===== src/rtl/mc_pkg.sv =====
// Shared encodings for the multi-cycle MIPS sequencer: opcodes, FSM states,
// datapath select codes and the decoded instruction-class record.
package mc_pkg;

    localparam int unsigned OP_W    = 6;
    localparam int unsigned STATE_W = 3;
    localparam int unsigned WAIT_W  = 8;
    localparam int unsigned SEL_W   = 2;
    localparam int unsigned ALU_W   = 3;

    localparam logic [OP_W-1:0] OP_R   = 6'b000000;
    localparam logic [OP_W-1:0] OP_ORI = 6'b001101;
    localparam logic [OP_W-1:0] OP_LW  = 6'b100011;
    localparam logic [OP_W-1:0] OP_SW  = 6'b101011;
    localparam logic [OP_W-1:0] OP_BEQ = 6'b000100;
    localparam logic [OP_W-1:0] OP_LUI = 6'b001111;
    localparam logic [OP_W-1:0] OP_J   = 6'b000010;
    localparam logic [OP_W-1:0] OP_JAL = 6'b000011;

    localparam logic [OP_W-1:0] FN_ADDU = 6'b100001;
    localparam logic [OP_W-1:0] FN_SUBU = 6'b100011;
    localparam logic [OP_W-1:0] FN_JR   = 6'b001000;

    localparam logic [STATE_W-1:0] S_FETCH  = 3'd0;
    localparam logic [STATE_W-1:0] S_DECODE = 3'd1;
    localparam logic [STATE_W-1:0] S_EXE    = 3'd2;
    localparam logic [STATE_W-1:0] S_MEM    = 3'd3;
    localparam logic [STATE_W-1:0] S_WB     = 3'd4;
    localparam logic [STATE_W-1:0] S_HALT   = 3'd5;

    localparam logic [SEL_W-1:0] NPC_PC4 = 2'd0;
    localparam logic [SEL_W-1:0] NPC_BR  = 2'd1;
    localparam logic [SEL_W-1:0] NPC_J   = 2'd2;
    localparam logic [SEL_W-1:0] NPC_RS  = 2'd3;

    localparam logic [SEL_W-1:0] RD_RT = 2'd0;
    localparam logic [SEL_W-1:0] RD_RD = 2'd1;
    localparam logic [SEL_W-1:0] RD_RA = 2'd2;

    localparam logic [SEL_W-1:0] WD_ALU = 2'd0;
    localparam logic [SEL_W-1:0] WD_MDR = 2'd1;
    localparam logic [SEL_W-1:0] WD_PC  = 2'd2;

    localparam logic [SEL_W-1:0] EXT_ZERO = 2'd0;
    localparam logic [SEL_W-1:0] EXT_SIGN = 2'd1;
    localparam logic [SEL_W-1:0] EXT_LUI  = 2'd2;

    localparam logic [ALU_W-1:0] ALU_ADD = 3'd0;
    localparam logic [ALU_W-1:0] ALU_SUB = 3'd1;
    localparam logic [ALU_W-1:0] ALU_OR  = 3'd2;

    typedef struct packed {
        logic addu;
        logic subu;
        logic jr;
        logic ori;
        logic lw;
        logic sw;
        logic beq;
        logic lui;
        logic j;
        logic jal;
        logic nop;
    } insn_cls_t;

    // Instructions that complete in DECODE without touching the ALU or memory
    function automatic logic retires_in_decode(input insn_cls_t c);
        return c.j | c.jal | c.jr | c.nop;
    endfunction

endpackage


===== src/rtl/mc_if.sv =====
// Controller-to-datapath bundle: IR fields and memory status in, strobes and
// selects out, plus the retire counter and timeout flag.
interface mc_if
    import mc_pkg::*;
#(
    parameter int unsigned CNT_W = 32
);
    logic [OP_W-1:0]  opcode;
    logic [OP_W-1:0]  funct;
    logic             zero;
    logic             mem_ready;
    logic             mem_re;
    logic             mem_we;
    logic             iord;
    logic             ir_we;
    logic             pc_we;
    logic [SEL_W-1:0] npc_sel;
    logic             reg_we;
    logic [SEL_W-1:0] reg_dst;
    logic [SEL_W-1:0] wd_sel;
    logic             alu_src_b;
    logic [SEL_W-1:0] ext_op;
    logic [ALU_W-1:0] alu_op;
    logic             retire;
    logic [CNT_W-1:0] retired;
    logic             err;

    modport master (
        input  opcode, funct, zero, mem_ready,
        output mem_re, mem_we, iord, ir_we, pc_we, npc_sel, reg_we, reg_dst,
               wd_sel, alu_src_b, ext_op, alu_op, retire, retired, err
    );

    modport slave (
        output opcode, funct, zero, mem_ready,
        input  mem_re, mem_we, iord, ir_we, pc_we, npc_sel, reg_we, reg_dst,
               wd_sel, alu_src_b, ext_op, alu_op, retire, retired, err
    );
endinterface


===== src/rtl/mc_decode.sv =====
// Combinational IR decode into one-hot instruction classes; anything not
// recognised falls into the nop class.
module mc_decode
    import mc_pkg::*;
(
    input  logic [OP_W-1:0] opcode,
    input  logic [OP_W-1:0] funct,
    output insn_cls_t       cls
);
    logic is_r;

    assign is_r = (opcode == OP_R);

    always_comb begin
        cls      = '0;
        cls.addu = is_r && (funct == FN_ADDU);
        cls.subu = is_r && (funct == FN_SUBU);
        cls.jr   = is_r && (funct == FN_JR);
        cls.ori  = (opcode == OP_ORI);
        cls.lw   = (opcode == OP_LW);
        cls.sw   = (opcode == OP_SW);
        cls.beq  = (opcode == OP_BEQ);
        cls.lui  = (opcode == OP_LUI);
        cls.j    = (opcode == OP_J);
        cls.jal  = (opcode == OP_JAL);
        cls.nop  = !(cls.addu | cls.subu | cls.jr | cls.ori | cls.lw | cls.sw |
                     cls.beq | cls.lui | cls.j | cls.jal);
    end
endmodule


===== src/rtl/mc_ctrl.sv =====
// Multi-cycle MIPS sequencer: FETCH/DECODE/EXE/MEM/WB/HALT FSM with memory
// wait-state timeout and a retired-instruction counter.
module mc_ctrl
    import mc_pkg::*;
#(
    parameter int unsigned MEM_TIMEOUT = 16,
    parameter int unsigned CNT_W       = 32
) (
    input logic   clk,
    input logic   reset,
    mc_if.master  bus
);
    insn_cls_t          cls;
    logic [STATE_W-1:0] state, state_nx;
    logic [WAIT_W-1:0]  wait_cnt, wait_nx, wait_inc;
    logic               wait_expired;
    logic [CNT_W-1:0]   retired_q;
    logic               err_q, err_set;

    logic               mem_re, mem_we, iord, ir_we, pc_we, reg_we;
    logic               alu_src_b, retire;
    logic [SEL_W-1:0]   npc_sel, reg_dst, wd_sel, ext_op;
    logic [ALU_W-1:0]   alu_op;

    mc_decode u_decode (
        .opcode (bus.opcode),
        .funct  (bus.funct),
        .cls    (cls)
    );

    assign wait_inc     = wait_cnt + WAIT_W'(1);
    assign wait_expired = (wait_inc == WAIT_W'(MEM_TIMEOUT));

    // State, wait counter, retire counter and sticky error
    always_ff @(posedge clk) begin
        if (!reset) begin
            state     <= S_FETCH;
            wait_cnt  <= '0;
            retired_q <= '0;
            err_q     <= 1'b0;
        end else begin
            state    <= state_nx;
            wait_cnt <= wait_nx;
            if (retire) begin
                retired_q <= retired_q + CNT_W'(1);
            end
            if (err_set) begin
                err_q <= 1'b1;
            end
        end
    end

    // Next state and per-state strobes; everything is forced low while reset is held
    always_comb begin
        state_nx  = state;
        wait_nx   = '0;
        err_set   = 1'b0;
        mem_re    = 1'b0;
        mem_we    = 1'b0;
        iord      = 1'b0;
        ir_we     = 1'b0;
        pc_we     = 1'b0;
        npc_sel   = NPC_PC4;
        reg_we    = 1'b0;
        reg_dst   = RD_RT;
        wd_sel    = WD_ALU;
        alu_src_b = 1'b0;
        ext_op    = EXT_ZERO;
        alu_op    = ALU_ADD;
        retire    = 1'b0;

        if (reset) begin
            case (state)
                S_FETCH: begin
                    mem_re = 1'b1;
                    if (bus.mem_ready) begin
                        ir_we    = 1'b1;
                        pc_we    = 1'b1;
                        npc_sel  = NPC_PC4;
                        state_nx = S_DECODE;
                    end else if (wait_expired) begin
                        err_set  = 1'b1;
                        state_nx = S_HALT;
                    end else begin
                        wait_nx = wait_inc;
                    end
                end

                S_DECODE: begin
                    if (cls.j || cls.jal) begin
                        pc_we   = 1'b1;
                        npc_sel = NPC_J;
                    end
                    if (cls.jal) begin
                        reg_we  = 1'b1;
                        reg_dst = RD_RA;
                        wd_sel  = WD_PC;
                    end
                    if (cls.jr) begin
                        pc_we   = 1'b1;
                        npc_sel = NPC_RS;
                    end
                    if (retires_in_decode(cls)) begin
                        retire   = 1'b1;
                        state_nx = S_FETCH;
                    end else begin
                        state_nx = S_EXE;
                    end
                end

                S_EXE: begin
                    state_nx = S_WB;
                    if (cls.subu) begin
                        alu_op = ALU_SUB;
                    end else if (cls.ori || cls.lui) begin
                        alu_src_b = 1'b1;
                        ext_op    = cls.lui ? EXT_LUI : EXT_ZERO;
                        alu_op    = ALU_OR;
                    end else if (cls.lw || cls.sw) begin
                        alu_src_b = 1'b1;
                        ext_op    = EXT_SIGN;
                        state_nx  = S_MEM;
                    end else if (cls.beq) begin
                        alu_op   = ALU_SUB;
                        pc_we    = bus.zero;
                        npc_sel  = NPC_BR;
                        retire   = 1'b1;
                        state_nx = S_FETCH;
                    end else if (!cls.addu) begin
                        state_nx = S_FETCH;
                    end
                end

                S_MEM: begin
                    iord   = 1'b1;
                    mem_re = cls.lw;
                    mem_we = cls.sw;
                    if (bus.mem_ready) begin
                        if (cls.sw) begin
                            retire   = 1'b1;
                            state_nx = S_FETCH;
                        end else begin
                            state_nx = S_WB;
                        end
                    end else if (wait_expired) begin
                        err_set  = 1'b1;
                        state_nx = S_HALT;
                    end else begin
                        wait_nx = wait_inc;
                    end
                end

                S_WB: begin
                    reg_we   = 1'b1;
                    reg_dst  = (cls.addu || cls.subu) ? RD_RD : RD_RT;
                    wd_sel   = cls.lw ? WD_MDR : WD_ALU;
                    retire   = 1'b1;
                    state_nx = S_FETCH;
                end

                S_HALT: begin
                    state_nx = S_HALT;
                end

                default: begin
                    state_nx = S_FETCH;
                end
            endcase
        end
    end

    assign bus.mem_re    = mem_re;
    assign bus.mem_we    = mem_we;
    assign bus.iord      = iord;
    assign bus.ir_we     = ir_we;
    assign bus.pc_we     = pc_we;
    assign bus.npc_sel   = npc_sel;
    assign bus.reg_we    = reg_we;
    assign bus.reg_dst   = reg_dst;
    assign bus.wd_sel    = wd_sel;
    assign bus.alu_src_b = alu_src_b;
    assign bus.ext_op    = ext_op;
    assign bus.alu_op    = alu_op;
    assign bus.retire    = retire;
    assign bus.retired   = retired_q;
    assign bus.err       = err_q;
endmodule


===== src/flat_wrapper.sv =====
// flat-port wrapper written by rule: the top's interface ports become plain ports
module mc_ctrl_flat import mc_pkg::*;
#(
    parameter int unsigned MEM_TIMEOUT = 16,
    parameter int unsigned CNT_W       = 32
)
  (clk, reset, bus_opcode, bus_funct, bus_zero, bus_mem_ready, bus_mem_re, bus_mem_we, bus_iord, bus_ir_we, bus_pc_we, bus_npc_sel, bus_reg_we, bus_reg_dst, bus_wd_sel, bus_alu_src_b, bus_ext_op, bus_alu_op, bus_retire, bus_retired, bus_err);
  mc_if #(.CNT_W(CNT_W)) bus_i ();
  input logic clk;
  input logic reset;
  input wire logic [$bits(bus_i.opcode)-1:0] bus_opcode;
  input wire logic [$bits(bus_i.funct)-1:0] bus_funct;
  input wire logic [$bits(bus_i.zero)-1:0] bus_zero;
  input wire logic [$bits(bus_i.mem_ready)-1:0] bus_mem_ready;
  output wire logic [$bits(bus_i.mem_re)-1:0] bus_mem_re;
  output wire logic [$bits(bus_i.mem_we)-1:0] bus_mem_we;
  output wire logic [$bits(bus_i.iord)-1:0] bus_iord;
  output wire logic [$bits(bus_i.ir_we)-1:0] bus_ir_we;
  output wire logic [$bits(bus_i.pc_we)-1:0] bus_pc_we;
  output wire logic [$bits(bus_i.npc_sel)-1:0] bus_npc_sel;
  output wire logic [$bits(bus_i.reg_we)-1:0] bus_reg_we;
  output wire logic [$bits(bus_i.reg_dst)-1:0] bus_reg_dst;
  output wire logic [$bits(bus_i.wd_sel)-1:0] bus_wd_sel;
  output wire logic [$bits(bus_i.alu_src_b)-1:0] bus_alu_src_b;
  output wire logic [$bits(bus_i.ext_op)-1:0] bus_ext_op;
  output wire logic [$bits(bus_i.alu_op)-1:0] bus_alu_op;
  output wire logic [$bits(bus_i.retire)-1:0] bus_retire;
  output wire logic [$bits(bus_i.retired)-1:0] bus_retired;
  output wire logic [$bits(bus_i.err)-1:0] bus_err;
  assign bus_i.opcode = bus_opcode;
  assign bus_i.funct = bus_funct;
  assign bus_i.zero = bus_zero;
  assign bus_i.mem_ready = bus_mem_ready;
  assign bus_mem_re = bus_i.mem_re;
  assign bus_mem_we = bus_i.mem_we;
  assign bus_iord = bus_i.iord;
  assign bus_ir_we = bus_i.ir_we;
  assign bus_pc_we = bus_i.pc_we;
  assign bus_npc_sel = bus_i.npc_sel;
  assign bus_reg_we = bus_i.reg_we;
  assign bus_reg_dst = bus_i.reg_dst;
  assign bus_wd_sel = bus_i.wd_sel;
  assign bus_alu_src_b = bus_i.alu_src_b;
  assign bus_ext_op = bus_i.ext_op;
  assign bus_alu_op = bus_i.alu_op;
  assign bus_retire = bus_i.retire;
  assign bus_retired = bus_i.retired;
  assign bus_err = bus_i.err;
  mc_ctrl #(.MEM_TIMEOUT(MEM_TIMEOUT), .CNT_W(CNT_W)) u_core (.clk(clk), .reset(reset), .bus(bus_i));
endmodule

===== config.mk =====
export PLATFORM = sky130hd
export DESIGN_NAME = mc_ctrl_flat
export DESIGN_NICKNAME = d
export VERILOG_FILES = /design/src/rtl/mc_pkg.sv /design/src/rtl/mc_if.sv /design/src/rtl/mc_decode.sv /design/src/rtl/mc_ctrl.sv /design/src/flat_wrapper.sv
export SDC_FILE = /design/constraint.sdc
export NUM_CORES = 1
export LEC_CHECK = 0
export BUFFER_PORTS_ARGS = -buffer_cell sky130_fd_sc_hd__buf_2
export CORE_UTILIZATION = 58
export DETAILED_ROUTE_END_ITERATION = 8
export PLACE_DENSITY = 0.85
export SLEW_MARGIN = 5
export SYNTH_ARGS = -nofsm -noshare
export SYNTH_HDL_FRONTEND = slang
export SYNTH_SLANG_ARGS = --single-unit

===== constraint.sdc =====
create_clock -name clk -period 3.9 [get_ports clk]
set_clock_uncertainty 0.1 [all_clocks]
set_input_delay 0.195 -clock clk [delete_from_list [all_inputs] [get_ports clk]]
set_output_delay 0.195 -clock clk [all_outputs]
set_load 0.02 [all_outputs]

==> summary.md <==
| Metric | Value |
|---|---|
| Top cell type's share of synthesized area | `30.5%` |
| Clock Tree Root | `clkbuf_8` |
| Initial DRC count | `171` |
| Hold path cells | `3` |
| Int Power | `0.596 mW` |
| # Max-Cap Violations | `0` |
| Final setup violating endpoints | `0` |
| Most frequent cells after synthesis | `44 x dfxtp_1, 31 x nand2_1, 24 x and2_1, 24 x nor2_1, 21 x xor2_1` |
| Syn_area_per_cell | `9.13 um2` |
| Switching portion of total power | `25.5%` |
| Gr usage total | `24.3%` |
| FF-to-FF Start | `u_core.state[1]` |
| Global-route wire length before repair | `10.2 mm` |
| Most frequent cell after synthesis | `dfxtp_1` |
| Nets | `393` |
| Hold Path End | `u_core.state[0]` |
| Vias in the first global route | `2311` |
| Number of warnings issued by yosys | `0` |
| Placed Instance Area | `3190 um2` |
| Critical Path AT | `2.20 ns` |
| CTS Hold Buffers Added | `0` |
| Critical path required time | `3.61 ns` |
| CTS tree | `done` |
| Unrepaired setup endpoints after global routing | `false` |
| Vias/cell | `5.79` |
| Share of post-route cells with drive strength above 1 | `28.8%` |
| Post-Place Worst Slack | `1.11 ns` |
| Tcrit/Tclk final | `64.1%` |
| Antenna cells | `0` |
| Fin. Hold Viols | `0` |
| Ports | `68` |
| Largest net degree at the start of global routing | `48` |
| Initial core utilization | `60.7%` |
| Maximum VDD drop | `181 uV` |
| Clock transition at path regs | `0.08 ns` |
| Post-synthesis sequential area ratio | `30.5%` |
| Setup TNS | `0 ns` |
| Fmax | `400 MHz` |
| Chip Width | `72.5 um` |
| Critical path launch point type | `register` |
| Standby leakage power | `1.36 nW` |
| Met2 Track Usage GR | `42.3%` |
| Max_slew headroom | `41.9%` |
| Grt met1 use | `30.6%` |
| Die area | `5260 um2` |
| Final WS setup | `1.40 ns` |
| Clk buf depth | `2` |
| Die Y | `72.5 um` |
| Area contributors post-synth | `dfxtp_1 31%, xor2_1 6.4%, a2111oi_4 5.7%` |
| Final core occ | `68.8%` |
| Number of flops mapped to enable cells by yosys | `0` |
| WL per Instance | `14.1 um` |
| Clk_lat worst skew | `0.29 ns` |
| Area grow syn2layout | `13.4%` |
| Synth Instances | `316` |
| Final Instance Area | `3270 um2` |
| CTS Buf Count | `5` |
| Post-Syn Nets | `334` |
| Min cycle time layout | `2.50 ns` |
| #FFs+latches synth | `44` |
| DR DRC count | `0` |
| Worst hold-check path type | `primary input to register` |
| PortBufs | `66` |
| Distinct cells, synth | `63` |
| Post-DP HPWL | `4.44 mm` |
| Sink Count | `44` |
| Vias | `2558` |
| Setup slack, reg-to-reg | `1.43 ns` |
| Worst slew pin tran | `0.867 ns` |
| GR Layer Usage met3 | `4.44%` |
| Post-route ant nets | `0` |
| Placer Congestion | `0.934` |
| Crit Path Max Fanout | `23` |
| Comb pwr share | `9.3%` |
| Largest area contributor in the netlist | `dfxtp_1` |
| Core Area | `4750 um2` |
| TritonRoute pass-1 iters | `4` |
| Outcome | `complete, no violations` |
| Antenna violations before repair | `0` |
| Endpoint of the lowest-slack register-to-register path | `u_core.bus.retired[31]` |
| Setup bufs post-CTS | `0` |
| Critical Path End Type | `output port` |
| Async SR Flop Fraction | `0%` |
| Sw Pwr | `0.203 mW` |
| Grt total ovfl | `0` |
| Total power | `0.799 mW` |
| R2r worst-path depth | `7` |
| Dominant synthesized flop cell | `dfxtp_1` |
| Top Usage Layer GRT | `met2` |
| Cell Rows | `25` |
| Pins Over Slew Limit | `0` |
| Area of the mapped netlist | `2880 um2` |
| WS Path Type | `register to output port` |
| Drt total wl | `6.22 mm` |
| H-tree Lvls | `2` |
| Power per standard cell area | `244 nW/um2` |
| Clock Power Share | `33.9%` |
| PostCTS Resize Cnt | `0` |
| Hold Path Origin | `bus_mem_ready` |
| Sequential share of power | `56.8%` |
cell usage in the layout (no fill, tap or decap), types with 6 or more instances in the layout:
cell | netlist | final
a2111oi_2 | 9 | 9
a2111oi_4 | 6 | 6
and2_1 | 24 | 24
buf_2 | 3 | 66
dfxtp_1 | 44 | 44
inv_1 | 10 | 10
mux2i_1 | 7 | 7
nand2_1 | 31 | 31
nand3_1 | 13 | 13
nand4_1 | 15 | 15
nor2_1 | 24 | 24
xnor2_1 | 6 | 6
xor2_1 | 21 | 21
worst max-delay path by stage:
stage / slack, ns / startpoint / cells past startpoint / to
3_3_place_gp: 1.25 / bus_opcode[1] / 8 / u_core.bus.retired[26]
4_1_cts: 1.40 / u_core.state[1] / 6 / bus_retire
6_report: 1.40 / u_core.state[1] / 6 / bus_retire
3_5_place_dp: 1.11 / bus_opcode[1] / 8 / u_core.bus.retired[28]
2_1_floorplan: 1.70 / u_core.bus.retired[2] / 6 / u_core.bus.retired[31]
5_1_grt: 1.23 / u_core.bus.retired[12] / 6 / u_core.bus.retired[28]
flip-flops by register name, indices dropped and copies added (netlist names):
register / count
u_core.bus.retired: 32
u_core.bus.err: 1
u_core.wait_cnt: 8
u_core.state: 3
logic make-up (layout without fill, tap and decap cells):
kind of cell,after synthesis,count (layout),synth area share (%)
AOI/OAI and AO/OA,51,51,20.8
and+or+nand+nor,157,157,31.1
muxes,8,8,2.82
buffers and inverters,26,85,5.47
adders and majority gates,2,2,0.868
DFF,44,44,30.5
other,1,1,0.130
xor gates and xnor gates,27,27,8.20
critical path, cell delays in order (launching register included):
cell,delay (ns)
dfxtp_1,0.40
nor2_1,0.40
xnor2_1,0.26
nand2_1,0.10
buf_4,0.30
a21oi_4,0.23
buf_2,0.20
power groups by stage:
stage	clock, mW	combinational [mW]	sequential (mW)
after floorplan	0	0.0555	0.463
after global placement	0	0.0718	0.464
after detailed placement	0	0.0736	0.465
after CTS	0.278	0.0739	0.454
after global routing	0.296	0.0803	0.455
final	0.271	0.0739	0.454
metrics by stage:
stage | hold slack (ns) | cells
floorplan | 0.312 | 316
global placement | 0.321 | 435
detailed placement | 0.340 | 435
CTS | 0.205 | 442
global route | 0.234 | 442
finish | 0.217 | 442
metal layers:
layer	routed length, um	vias to the layer above
met1	2850	1211
li1	-	1264
met5	0	-
met3	314	5
met4	44	0
met2	3010	78
layout make-up:
class / count / area, um2
multi-input cells: 246 / 1850
fillers: 403 / 1480
flip-flops and latches: 44 / 881
repair buffers: 68 / 345
well taps: 67 / 83.8
clock buffers: 6 / 72.6
inverters: 10 / 37.5
clock inverters: 1 / 5.00
Note: power is estimated with default switching activity, not from simulation.
